$ cat src/rtl/addsub_pipe_if.sv
// addsub_pipe_if: operand/result handshake bundle for addsub_pipe.
//   master: drives operands (in_*) and out_ready, observes in_ready and results.
//   slave : the adder pipeline itself.
//   in_valid/in_ready, in_a/in_b, in_op (00 ADD, 01 SUB, 10 ADC, 11 SBB), in_cin
//   out_valid/out_ready, out_sum, out_n/out_z/out_c/out_v
// Optional: ADDSUB_SAT_EN adds in_sat (request clamp) and out_sat (clamp applied).
interface addsub_pipe_if #(
  parameter int unsigned WIDTH = 32
) ();
  logic             in_valid;
  logic             in_ready;
  logic [WIDTH-1:0] in_a;
  logic [WIDTH-1:0] in_b;
  logic [1:0]       in_op;
  logic             in_cin;
  logic             out_valid;
  logic             out_ready;
  logic [WIDTH-1:0] out_sum;
  logic             out_n;
  logic             out_z;
  logic             out_c;
  logic             out_v;
`ifdef ADDSUB_SAT_EN
  logic             in_sat;
  logic             out_sat;

  modport master (
    output in_valid, in_a, in_b, in_op, in_cin, in_sat, out_ready,
    input  in_ready, out_valid, out_sum, out_n, out_z, out_c, out_v, out_sat
  );
  modport slave (
    input  in_valid, in_a, in_b, in_op, in_cin, in_sat, out_ready,
    output in_ready, out_valid, out_sum, out_n, out_z, out_c, out_v, out_sat
  );
`else
  modport master (
    output in_valid, in_a, in_b, in_op, in_cin, out_ready,
    input  in_ready, out_valid, out_sum, out_n, out_z, out_c, out_v
  );
  modport slave (
    input  in_valid, in_a, in_b, in_op, in_cin, out_ready,
    output in_ready, out_valid, out_sum, out_n, out_z, out_c, out_v
  );
`endif
endinterface

$ cat src/rtl/addsub_pipe.sv
// addsub_pipe: skewed pipelined adder/subtractor with NZCV flags.
// Each of STAGES stages adds WIDTH/STAGES bits using 4-bit carry-lookahead groups;
// the carry between segments is registered. Valid/ready with full backpressure.
//   clk, rst_n : clock (rising edge), asynchronous active-low reset
//   bus        : addsub_pipe_if.slave (operands in, result + flags out)
// Optional feature macro ADDSUB_SAT_EN: per-op signed saturation (in_sat/out_sat).
module addsub_pipe #(
  parameter int unsigned WIDTH  = 32,
  parameter int unsigned STAGES = 2
) (
  input logic           clk,
  input logic           rst_n,
  addsub_pipe_if.slave  bus
);
  localparam int unsigned SegW   = WIDTH / STAGES;
  localparam int unsigned NumGrp = SegW / 4;
  localparam int unsigned Last   = STAGES - 1;

  localparam logic [1:0] OpAdd = 2'b00;
  localparam logic [1:0] OpSub = 2'b01;
  localparam logic [1:0] OpAdc = 2'b10;
  localparam logic [1:0] OpSbb = 2'b11;

  logic [STAGES-1:0] vld_q, vld_d, acc, v_in;
  logic [STAGES:0]   rdy;
  logic [WIDTH-1:0]  a_q [STAGES];
  logic [WIDTH-1:0]  a_d [STAGES];
  logic [WIDTH-1:0]  b_q [STAGES];
  logic [WIDTH-1:0]  b_d [STAGES];
  logic [WIDTH-1:0]  sum_q [STAGES];
  logic [WIDTH-1:0]  sum_d [STAGES];
  logic [WIDTH-1:0]  a_in [STAGES];
  logic [WIDTH-1:0]  b_in [STAGES];
  logic [WIDTH-1:0]  s_in [STAGES];
  logic [STAGES-1:0] c_in, cy_q, cy_d;
  // Carry into the result MSB, only meaningful for the final segment.
  logic              cm_q, cm_d;
  logic [WIDTH-1:0]  b_eff;
  logic              cin0;
  logic              ovf;
  logic [WIDTH-1:0]  res;
`ifdef ADDSUB_SAT_EN
  logic [STAGES-1:0] sat_in, sat_q, sat_d;
  logic              clamp;
`endif

  // Operand conditioning: subtract is a + ~b + 1, borrow-in inverts the carry.
  always_comb begin
    b_eff = bus.in_b;
    cin0  = 1'b0;
    unique case (bus.in_op)
      OpAdd: begin b_eff = bus.in_b;  cin0 = 1'b0;        end
      OpSub: begin b_eff = ~bus.in_b; cin0 = 1'b1;        end
      OpAdc: begin b_eff = bus.in_b;  cin0 = bus.in_cin;  end
      OpSbb: begin b_eff = ~bus.in_b; cin0 = ~bus.in_cin; end
      default: ;
    endcase
  end

  // Stage inputs: stage 0 from the bus, stage k from stage k-1 registers.
  always_comb begin
    a_in[0] = bus.in_a;
    b_in[0] = b_eff;
    s_in[0] = '0;
    c_in[0] = cin0;
    v_in[0] = bus.in_valid;
`ifdef ADDSUB_SAT_EN
    sat_in[0] = bus.in_sat;
`endif
    for (int k = 1; k < int'(STAGES); k++) begin
      a_in[k] = a_q[k-1];
      b_in[k] = b_q[k-1];
      s_in[k] = sum_q[k-1];
      c_in[k] = cy_q[k-1];
      v_in[k] = vld_q[k-1];
`ifdef ADDSUB_SAT_EN
      sat_in[k] = sat_q[k-1];
`endif
    end
  end

  // Ready ripples back from out_ready; an empty stage always accepts.
  always_comb begin
    rdy    = '0;
    acc    = '0;
    vld_d  = '0;
    rdy[STAGES] = bus.out_ready;
    for (int k = int'(STAGES) - 1; k >= 0; k--) begin
      rdy[k]   = ~vld_q[k] | rdy[k+1];
      acc[k]   = v_in[k] & rdy[k];
      vld_d[k] = acc[k] | (vld_q[k] & ~rdy[k+1]);
    end
  end

  // Segment k adds bits [k*SegW +: SegW]; group carries use 4-bit G/P lookahead.
  always_comb begin
    logic [WIDTH-1:0] s;
    logic [3:0]       gg, pp;
    logic             c, cb, cm, cm_last, grp_g, grp_p;
    int               base;
    cm_last = 1'b0;
    for (int k = 0; k < int'(STAGES); k++) begin
      s  = s_in[k];
      c  = c_in[k];
      cm = 1'b0;
      for (int j = 0; j < int'(NumGrp); j++) begin
        base  = k * int'(SegW) + j * 4;
        gg    = a_in[k][base +: 4] & b_in[k][base +: 4];
        pp    = a_in[k][base +: 4] ^ b_in[k][base +: 4];
        grp_g = gg[3] | (pp[3] & gg[2]) | (pp[3] & pp[2] & gg[1]) |
                (pp[3] & pp[2] & pp[1] & gg[0]);
        grp_p = &pp;
        cb    = c;
        for (int t = 0; t < 4; t++) begin
          s[base+t] = pp[t] ^ cb;
          cm        = cb;
          cb        = gg[t] | (pp[t] & cb);
        end
        c = grp_g | (grp_p & c);
      end
      cm_last  = cm;
      a_d[k]   = acc[k] ? a_in[k] : a_q[k];
      b_d[k]   = acc[k] ? b_in[k] : b_q[k];
      sum_d[k] = acc[k] ? s       : sum_q[k];
      cy_d[k]  = acc[k] ? c       : cy_q[k];
`ifdef ADDSUB_SAT_EN
      sat_d[k] = acc[k] ? sat_in[k] : sat_q[k];
`endif
    end
    cm_d = acc[Last] ? cm_last : cm_q;
  end

  always_ff @(posedge clk or negedge rst_n) begin
    if (!rst_n) begin
      vld_q <= '0;
      cy_q  <= '0;
      cm_q  <= 1'b0;
`ifdef ADDSUB_SAT_EN
      sat_q <= '0;
`endif
      for (int k = 0; k < int'(STAGES); k++) begin
        a_q[k]   <= '0;
        b_q[k]   <= '0;
        sum_q[k] <= '0;
      end
    end else begin
      vld_q <= vld_d;
      cy_q  <= cy_d;
      cm_q  <= cm_d;
`ifdef ADDSUB_SAT_EN
      sat_q <= sat_d;
`endif
      for (int k = 0; k < int'(STAGES); k++) begin
        a_q[k]   <= a_d[k];
        b_q[k]   <= b_d[k];
        sum_q[k] <= sum_d[k];
      end
    end
  end

  // Flags from the final stage; overflow = carry into MSB xor carry out of MSB.
  always_comb begin
    ovf = cm_q ^ cy_q[Last];
    res = sum_q[Last];
`ifdef ADDSUB_SAT_EN
    // On overflow both operand MSBs agree, so a's MSB picks the clamp direction.
    clamp = sat_q[Last] & ovf;
    if (clamp) res = {a_q[Last][WIDTH-1], {(WIDTH-1){~a_q[Last][WIDTH-1]}}};
`endif
  end

  assign bus.in_ready  = rdy[0];
  assign bus.out_valid = vld_q[Last];
  assign bus.out_sum   = res;
  assign bus.out_n     = res[WIDTH-1];
  assign bus.out_z     = (res == '0);
  assign bus.out_c     = cy_q[Last];
  assign bus.out_v     = ovf;
`ifdef ADDSUB_SAT_EN
  assign bus.out_sat   = clamp;
`endif

endmodule

$ cat src/flat_wrapper.sv
// flat-port wrapper written by rule: the top's interface ports become plain ports
module addsub_pipe_flat 
#(
  parameter int unsigned WIDTH  = 32,
  parameter int unsigned STAGES = 2
)
  (clk, rst_n, bus_in_valid, bus_in_a, bus_in_b, bus_in_op, bus_in_cin, bus_out_ready, bus_in_ready, bus_out_valid, bus_out_sum, bus_out_n, bus_out_z, bus_out_c, bus_out_v);
  addsub_pipe_if #(.WIDTH(WIDTH)) bus_i ();
  input logic clk;
  input logic rst_n;
  input wire logic [$bits(bus_i.in_valid)-1:0] bus_in_valid;
  input wire logic [$bits(bus_i.in_a)-1:0] bus_in_a;
  input wire logic [$bits(bus_i.in_b)-1:0] bus_in_b;
  input wire logic [$bits(bus_i.in_op)-1:0] bus_in_op;
  input wire logic [$bits(bus_i.in_cin)-1:0] bus_in_cin;
  input wire logic [$bits(bus_i.out_ready)-1:0] bus_out_ready;
  output wire logic [$bits(bus_i.in_ready)-1:0] bus_in_ready;
  output wire logic [$bits(bus_i.out_valid)-1:0] bus_out_valid;
  output wire logic [$bits(bus_i.out_sum)-1:0] bus_out_sum;
  output wire logic [$bits(bus_i.out_n)-1:0] bus_out_n;
  output wire logic [$bits(bus_i.out_z)-1:0] bus_out_z;
  output wire logic [$bits(bus_i.out_c)-1:0] bus_out_c;
  output wire logic [$bits(bus_i.out_v)-1:0] bus_out_v;
  assign bus_i.in_valid = bus_in_valid;
  assign bus_i.in_a = bus_in_a;
  assign bus_i.in_b = bus_in_b;
  assign bus_i.in_op = bus_in_op;
  assign bus_i.in_cin = bus_in_cin;
  assign bus_i.out_ready = bus_out_ready;
  assign bus_in_ready = bus_i.in_ready;
  assign bus_out_valid = bus_i.out_valid;
  assign bus_out_sum = bus_i.out_sum;
  assign bus_out_n = bus_i.out_n;
  assign bus_out_z = bus_i.out_z;
  assign bus_out_c = bus_i.out_c;
  assign bus_out_v = bus_i.out_v;
  addsub_pipe #(.WIDTH(WIDTH), .STAGES(STAGES)) u_core (.clk(clk), .rst_n(rst_n), .bus(bus_i));
endmodule
$ cat config.mk
export PLATFORM = sky130hd
export DESIGN_NAME = addsub_pipe_flat
export DESIGN_NICKNAME = d
export VERILOG_FILES = /design/src/rtl/addsub_pipe_if.sv /design/src/rtl/addsub_pipe.sv /design/src/flat_wrapper.sv
export SDC_FILE = /design/constraint.sdc
export NUM_CORES = 1
export LEC_CHECK = 0
export CAP_MARGIN = 5
export CORE_MARGIN = 5
export CORE_UTILIZATION = 55
export CTS_CLUSTER_SIZE = 8
export DETAILED_ROUTE_END_ITERATION = 10
export PLACE_DENSITY_LB_ADDON = 0.15
export SYNTH_ARGS = -nofsm -noshare
export SYNTH_HDL_FRONTEND = slang
export SYNTH_SLANG_ARGS = --single-unit
$ cat constraint.sdc
create_clock -name clk -period 7.5 [get_ports clk]
set_input_delay 1.125 -clock clk [delete_from_list [all_inputs] [get_ports clk]]
set_output_delay 1.125 -clock clk [all_outputs]
set_load 0.01 [all_outputs]
Yosys cells after proc, flatten, opt, wreduce, memory -nomap -nowiden:

Cells that the tools add are included.

* flip-flop bits (word level): 117
* bits in latches: 0
* memory bits (writable): 0
* bits in read-only memories: 0
* output and inout port bits: 38
* logic and storage cells: 216
* memories: 0

* $add $sub $neg: 0
* $mul: 0
* divide/modulo/power cells: 0
* magnitude comparators: 0
* equal/unequal tests: 3
* shifts and indexed selects: 0
* multiplexer cells: 2
* bitwise logic cells: 191
* reduce and logical (&&, ||, !) cells: 12

Operators by type and width (number)
* 1-bit bitwise AND: 76
* 32-bit one-hot mux with 2 select lines: 1
* 1-bit OR: 60
* 1-bit bitwise XOR: 33
* 4-bit bitwise AND: 8
* 32-bit logical NOT: 1
* 32-bit inverter: 1
* 4-bit AND reduction: 8
* 4-bit bitwise XOR: 8
* 1-bit inverter: 5
* 2-bit == test (second input constant): 2
* 1-bit one-hot mux with 4 select lines: 1
* 2-bit OR reduction: 2
* 2-bit by 1-bit == test with 1-bit output (second input constant): 1
* 2-bit logical NOT: 1

Depth between registers and ports, before layout:

* depth after elaboration: 20
* gate-level depth with buffers: 14

Worst setup path after synthesis:

No wires, ideal clock.

* kind: input to register
* start point: input bus_in_op[0]
* end point: register u_core.sum_q (netlist bit u_core.s_in[10])
* setup time: 0.128 ns
* arrival time: 3.860 ns
* slack: 3.512 ns
* stages on the path: 12
* cell sequence: buf_2 buf_2 xor2_1 ha_1 a2111oi_0 o21ai_1 a31oi_1 fa_1 fa_1 inv_1 fa_1 mux2_1

* cells in the longest elaborated chain, start to end: 16
* elaborated cells on any way between the ends: 41
* classes of those cells: eq/ne: 3; mux: 2; bitwise: 31; reduce/logical: 5

Ends and longest elaborated chain
* start: declaration: RTL line flat_wrapper.sv:14 `input wire logic [$bits(bus_i.in_op)-1:0] bus_in_op;`
* 2-bit by 1-bit == test with 1-bit output (tied with other cells): RTL line addsub_pipe.sv:51 `unique case (bus.in_op)`
* 2-bit OR reduction (no line)
* 32-bit one-hot mux with 2 select lines: RTL line addsub_pipe.sv:51
* 4-bit bitwise XOR or 4-bit bitwise AND (tied branches): RTL line addsub_pipe.sv:109, addsub_pipe.sv:108
* 1-bit bitwise AND, on equally long branches: RTL line addsub_pipe.sv:110, addsub_pipe.sv:111
* 1-bit OR (tied with other cells): RTL line addsub_pipe.sv:110 `grp_g = gg[3] | (pp[3] & gg[2]) | (pp[3] & pp[2] & gg[1]) |`
* 1-bit OR or 1-bit bitwise AND (tied branches): RTL line addsub_pipe.sv:110, addsub_pipe.sv:111
* 1-bit OR: RTL line addsub_pipe.sv:110
* 1-bit OR: RTL line addsub_pipe.sv:119 `c = grp_g | (grp_p & c);`
* 1-bit bitwise AND: RTL line addsub_pipe.sv:119
* 1-bit OR: RTL line addsub_pipe.sv:119
* 1-bit bitwise AND: RTL line addsub_pipe.sv:117 `cb = gg[t] | (pp[t] & cb);`
* 1-bit OR: RTL line addsub_pipe.sv:117
* 1-bit bitwise AND: RTL line addsub_pipe.sv:117
* 1-bit OR: RTL line addsub_pipe.sv:117
* 1-bit bitwise XOR *: RTL line addsub_pipe.sv:115 `s[base+t] = pp[t] ^ cb;`
* end signal: indexed assignment: RTL line addsub_pipe.sv:156 `sum_q[k] <= sum_d[k];`
* end: declaration: RTL line addsub_pipe.sv:30 `logic [WIDTH-1:0] sum_q [STAGES];`

Mark *: on every way between the ends. The rest lies on a longest branch, timed or not.
A chain may end at the register's enable or synchronous reset.

Worst setup path after layout:

* start point: input bus_in_op[0]
* end point: register u_core.sum_q (netlist bit u_core.s_in[15])

* cells in the longest elaborated chain, start to end: 20
* elaborated cells on any way between the ends: 56
* classes of those cells: eq/ne: 3; mux: 2; bitwise: 45; reduce/logical: 6

Ends and longest elaborated chain (RTL line)
* 2-bit by 1-bit == test with 1-bit output (tied with other cells): addsub_pipe.sv:51
* 2-bit OR reduction (no line)
* 32-bit one-hot mux with 2 select lines: addsub_pipe.sv:51
* 4-bit bitwise XOR or 4-bit bitwise AND (tied branches): addsub_pipe.sv:109, addsub_pipe.sv:108
* 1-bit bitwise AND, on equally long branches: addsub_pipe.sv:110, addsub_pipe.sv:111
* 1-bit OR (tied with other cells): addsub_pipe.sv:110
* 1-bit OR or 1-bit bitwise AND (tied branches): addsub_pipe.sv:110, addsub_pipe.sv:111
* 1-bit OR: addsub_pipe.sv:110
* [... 4 more ...]
* 1-bit OR: addsub_pipe.sv:119
* 1-bit bitwise AND: addsub_pipe.sv:117
* 1-bit OR: addsub_pipe.sv:117
* 1-bit bitwise AND: addsub_pipe.sv:117
* 1-bit OR: addsub_pipe.sv:117
* 1-bit bitwise AND: addsub_pipe.sv:117
* 1-bit OR: addsub_pipe.sv:117
* 1-bit bitwise XOR *: addsub_pipe.sv:115

Marked as above.

==> flow_summary.toml <==
[outcome]
status = "completed"

[run]
maxCapViolCount = 0

[clock_tree]
clkSinkCount = 85
clock_latency_ps = 350
cts_buffers = 9
cts_root_buffer = "clkbuf_8"
path_clk_slew_ps = 80
cts_max_level = 3
post-cts-setup-buffers = 0
cts_tree = "done"
cts_resized = 0
ctsHoldBuffers = 0
cts_max_path_buffers = 2

[setup_path]
worst-setup-path-type = "in -> reg"
max_stage_delay_ps = 720
worst-path-max-fanout = 33
slowest_stage = "buf_2"
critPathArrivalTime_ps = 4540
path_common_cell = "fa_1"
cp-start-kind = "input port"
crit_chain = "buf_2 > xor2_1 > ha_1 > a2111oi_0 > o21ai_1 > a31oi_1 > o21a_1 > fa_1 > fa_1 > fa_1 > xor2_1 > o21ai_1"
end_kind = "flop"
critPathRequiredTime_ps = 7720

[layout]
antenna_cells = 0
drive_above_1_share_pct = 3.41
fin_util_pct = 71.4
fin_cells = 636
syn_to_final_growth_pct = 27.4
nets = 650
final_area_sq_um = 6200

[placed_design]
hpwl_mm = 7.60
place_ws_ps = 2820
gp_congestion = 0.866
place_area_sq_um = 5990
dp_cells = 620
io_buffers = 108

[pwr]
vdd_drop_max_mv = 0.100
clkPwrFrac_pct = 20.5
p_sw_share_pct = 32.3
pwr-share-seq_pct = 41.4
pwr_density_cell_nw_per_um2 = 273
combPwrFrac_pct = 38.1
power.leakage_nw = 2.77
p_sw_mw = 0.547
power_report.internal_total_mw = 1.14

[die]
core-area_sq_um = 8680
die-area_sq_um = 10800
rows = 34
io_pins = 109
die_h_um = 104
initial_core_util_pct = 56.1
die_x_um = 104

[global_route]
grt_max_degree = 86
antenna_found_initial = 0
grt_remaining_overflow = 0
grt_pass1_wl_mm = 16.7
grt_pass1_vias = 3609
track_usage_pct = 18.8

[synthesis]
netlist-cell-type-count = 38
syn_area_sq_um = 4860
netlist_instances = 420
synth_fp_nets = 547
syn_avg_cell_area_sq_um = 11.6
ys_seq_elements = 85
yosysWarningCount = 0
synth_seq_area_share_pct = 43.7

[sta]
timing.final.ws_setup_ps = 3180
rsz0062_at_grt = "no"
drv_slew = 0
setup_tns_ps = 0
clock-skew-final_ps = 12.1
min_period_ps = 4320
slew_headroom_pct = 30.2
max_freq_mhz = 231
worst_pin_slew_ps = 1050
final.period_utilization_pct = 57.6
final_hold_viol_count = 0
setup_viol = 0

[route]
drtPass1Iterations = 4
drt-initial-drc-count = 83
postRouteAntennaNets = 0
vias = 3372
viasPerCell = 5.30
drc = 0
routedWlPerCell_um = 15.5
routed_wl_mm = 9.84

[worst_hold_path]
hold_class = "reg -> reg"
## area by class of cell
class / instances / area [sq um]
clock buffers: 12 / 135
clock inverters: 4 / 72.6
fillers: 665 / 2480
inverters: 32 / 120
multi-input cells: 286 / 2530
flip-flops and latches: 85 / 2130
well taps: 108 / 135
repair buffers: 109 / 1080
## power groups by stage
stage / Combinational (mW) / Sequential [mW] / Clock (mW)
global placement: 0.624 / 0.706 / 0
CTS: 0.657 / 0.703 / 0.352
floorplan: 0.306 / 0.728 / 0
detailed placement: 0.651 / 0.712 / 0
global route: 0.720 / 0.723 / 0.372
finish: 0.643 / 0.700 / 0.347
## path summary, 6_finish.rpt
check,start,endpoint,slack [ps],cells after the start
worst max-delay path,bus_in_op[0],u_core.s_in[15]$_DFFE_PN0P_,3180,12
worst min-delay path,u_core.s_in[0]$_DFFE_PN0P_,u_core.bus.out_sum[0]$_DFFE_PN0P_,490,1
worst max register to register,u_core.b_in[18]$_DFFE_PN0P_,u_core.bus.out_sum[26]$_DFFE_PN0P_,4190,9
worst min register to register,u_core.s_in[0]$_DFFE_PN0P_,u_core.bus.out_sum[0]$_DFFE_PN0P_,490,1
max in group asynchronous,rst_n,u_core.bus.out_sum[5]$_DFFE_PN0P_,5880,1
min in group asynchronous,rst_n,u_core.a_in[19]$_DFFE_PN0P_,960,1
## registers in the layout, indices dropped and copies added (netlist names)
signal and flops:
u_core.a_in 16, u_core.cm_q 1, u_core.cy_q 2, u_core.bus.out_sum 32, u_core.s_in 16, u_core.b_in 16, u_core.vld_q 2
## critical path, delay by kind of cell
kind                     cells  cell delay (ps)
buffers and inverters        1              720
adder cells (fa/ha/maj)      4             1540
AO/OA/AOI/OAI                5              720
XOR/XNOR                     2              410
## layer usage
layer	GRT usage (%)	routed length [um]
met1	22.9	4110
met2	32.5	5020
met5	0	0
met4	6.48	185
met3	4.53	523
## synth_stat cells, drive strengths merged
master / number / area [sq um]
xor2: 22 / 193
o2111ai: 1 / 8.76
a211o: 2 / 17.5
xnor2: 20 / 175
a2bb2oi: 1 / 8.76
nand2: 44 / 173
and4: 1 / 8.76
ha: 32 / 400
mux2: 45 / 507
o21a: 4 / 30.0
inv: 32 / 120
fa: 24 / 480
a211oi: 2 / 15.0
o32a: 1 / 10.0
nand3: 2 / 10.0
o211ai: 1 / 7.51
and2: 2 / 12.5
nor4: 8 / 50.1
buf: 14 / 82.6
dfrtp: 85 / 2130
nand3b: 1 / 7.51
a21oi: 12 / 60.1
o21ai: 36 / 180
nor2: 3 / 11.3
o21ba: 1 / 10.0
o21bai: 1 / 7.51
clkbuf: 3 / 11.3
a41oi: 2 / 17.5
a31oi: 2 / 12.5
a2111oi: 1 / 8.76
o22ai: 1 / 6.26
nand2b: 3 / 18.8
nand4: 5 / 31.3
a21o: 6 / 45.0
## per-stage QoR
stage	hold slack (ps)	power [mW]
2_1_floorplan	448	1.03
3_3_place_gp	460	1.33
3_5_place_dp	471	1.36
4_1_cts	490	1.71
5_1_grt	506	1.81
6_report	486	1.69
## logic make-up (layout without fill, tap and decap cells)
| group | Yosys count | count (layout) | synth area share [%] |
|---|---|---|---|
| flip-flops | 85 | 85 | 43.7 |
| AO/OA/AOI/OAI | 74 | 74 | 9.16 |
| AND/OR/NAND/NOR | 69 | 69 | 6.64 |
| adder cells (fa/ha/maj) | 56 | 56 | 18.1 |
| buffers and inverters | 49 | 157 | 4.40 |
| multiplexers | 45 | 45 | 10.4 |
| XOR/XNOR | 42 | 42 | 7.56 |
## placed cells by master, fill, tap and decap left out, drive strengths merged, types with 20 or more instances in the layout
cell type	n
fa	24
xnor2	20
nand2	44
mux2	45
ha	32
dfrtp	85
clkdlybuf4s50	106
o21ai	36
xor2	22
inv	32
Note: power is estimated with default switching activity, not from simulation.
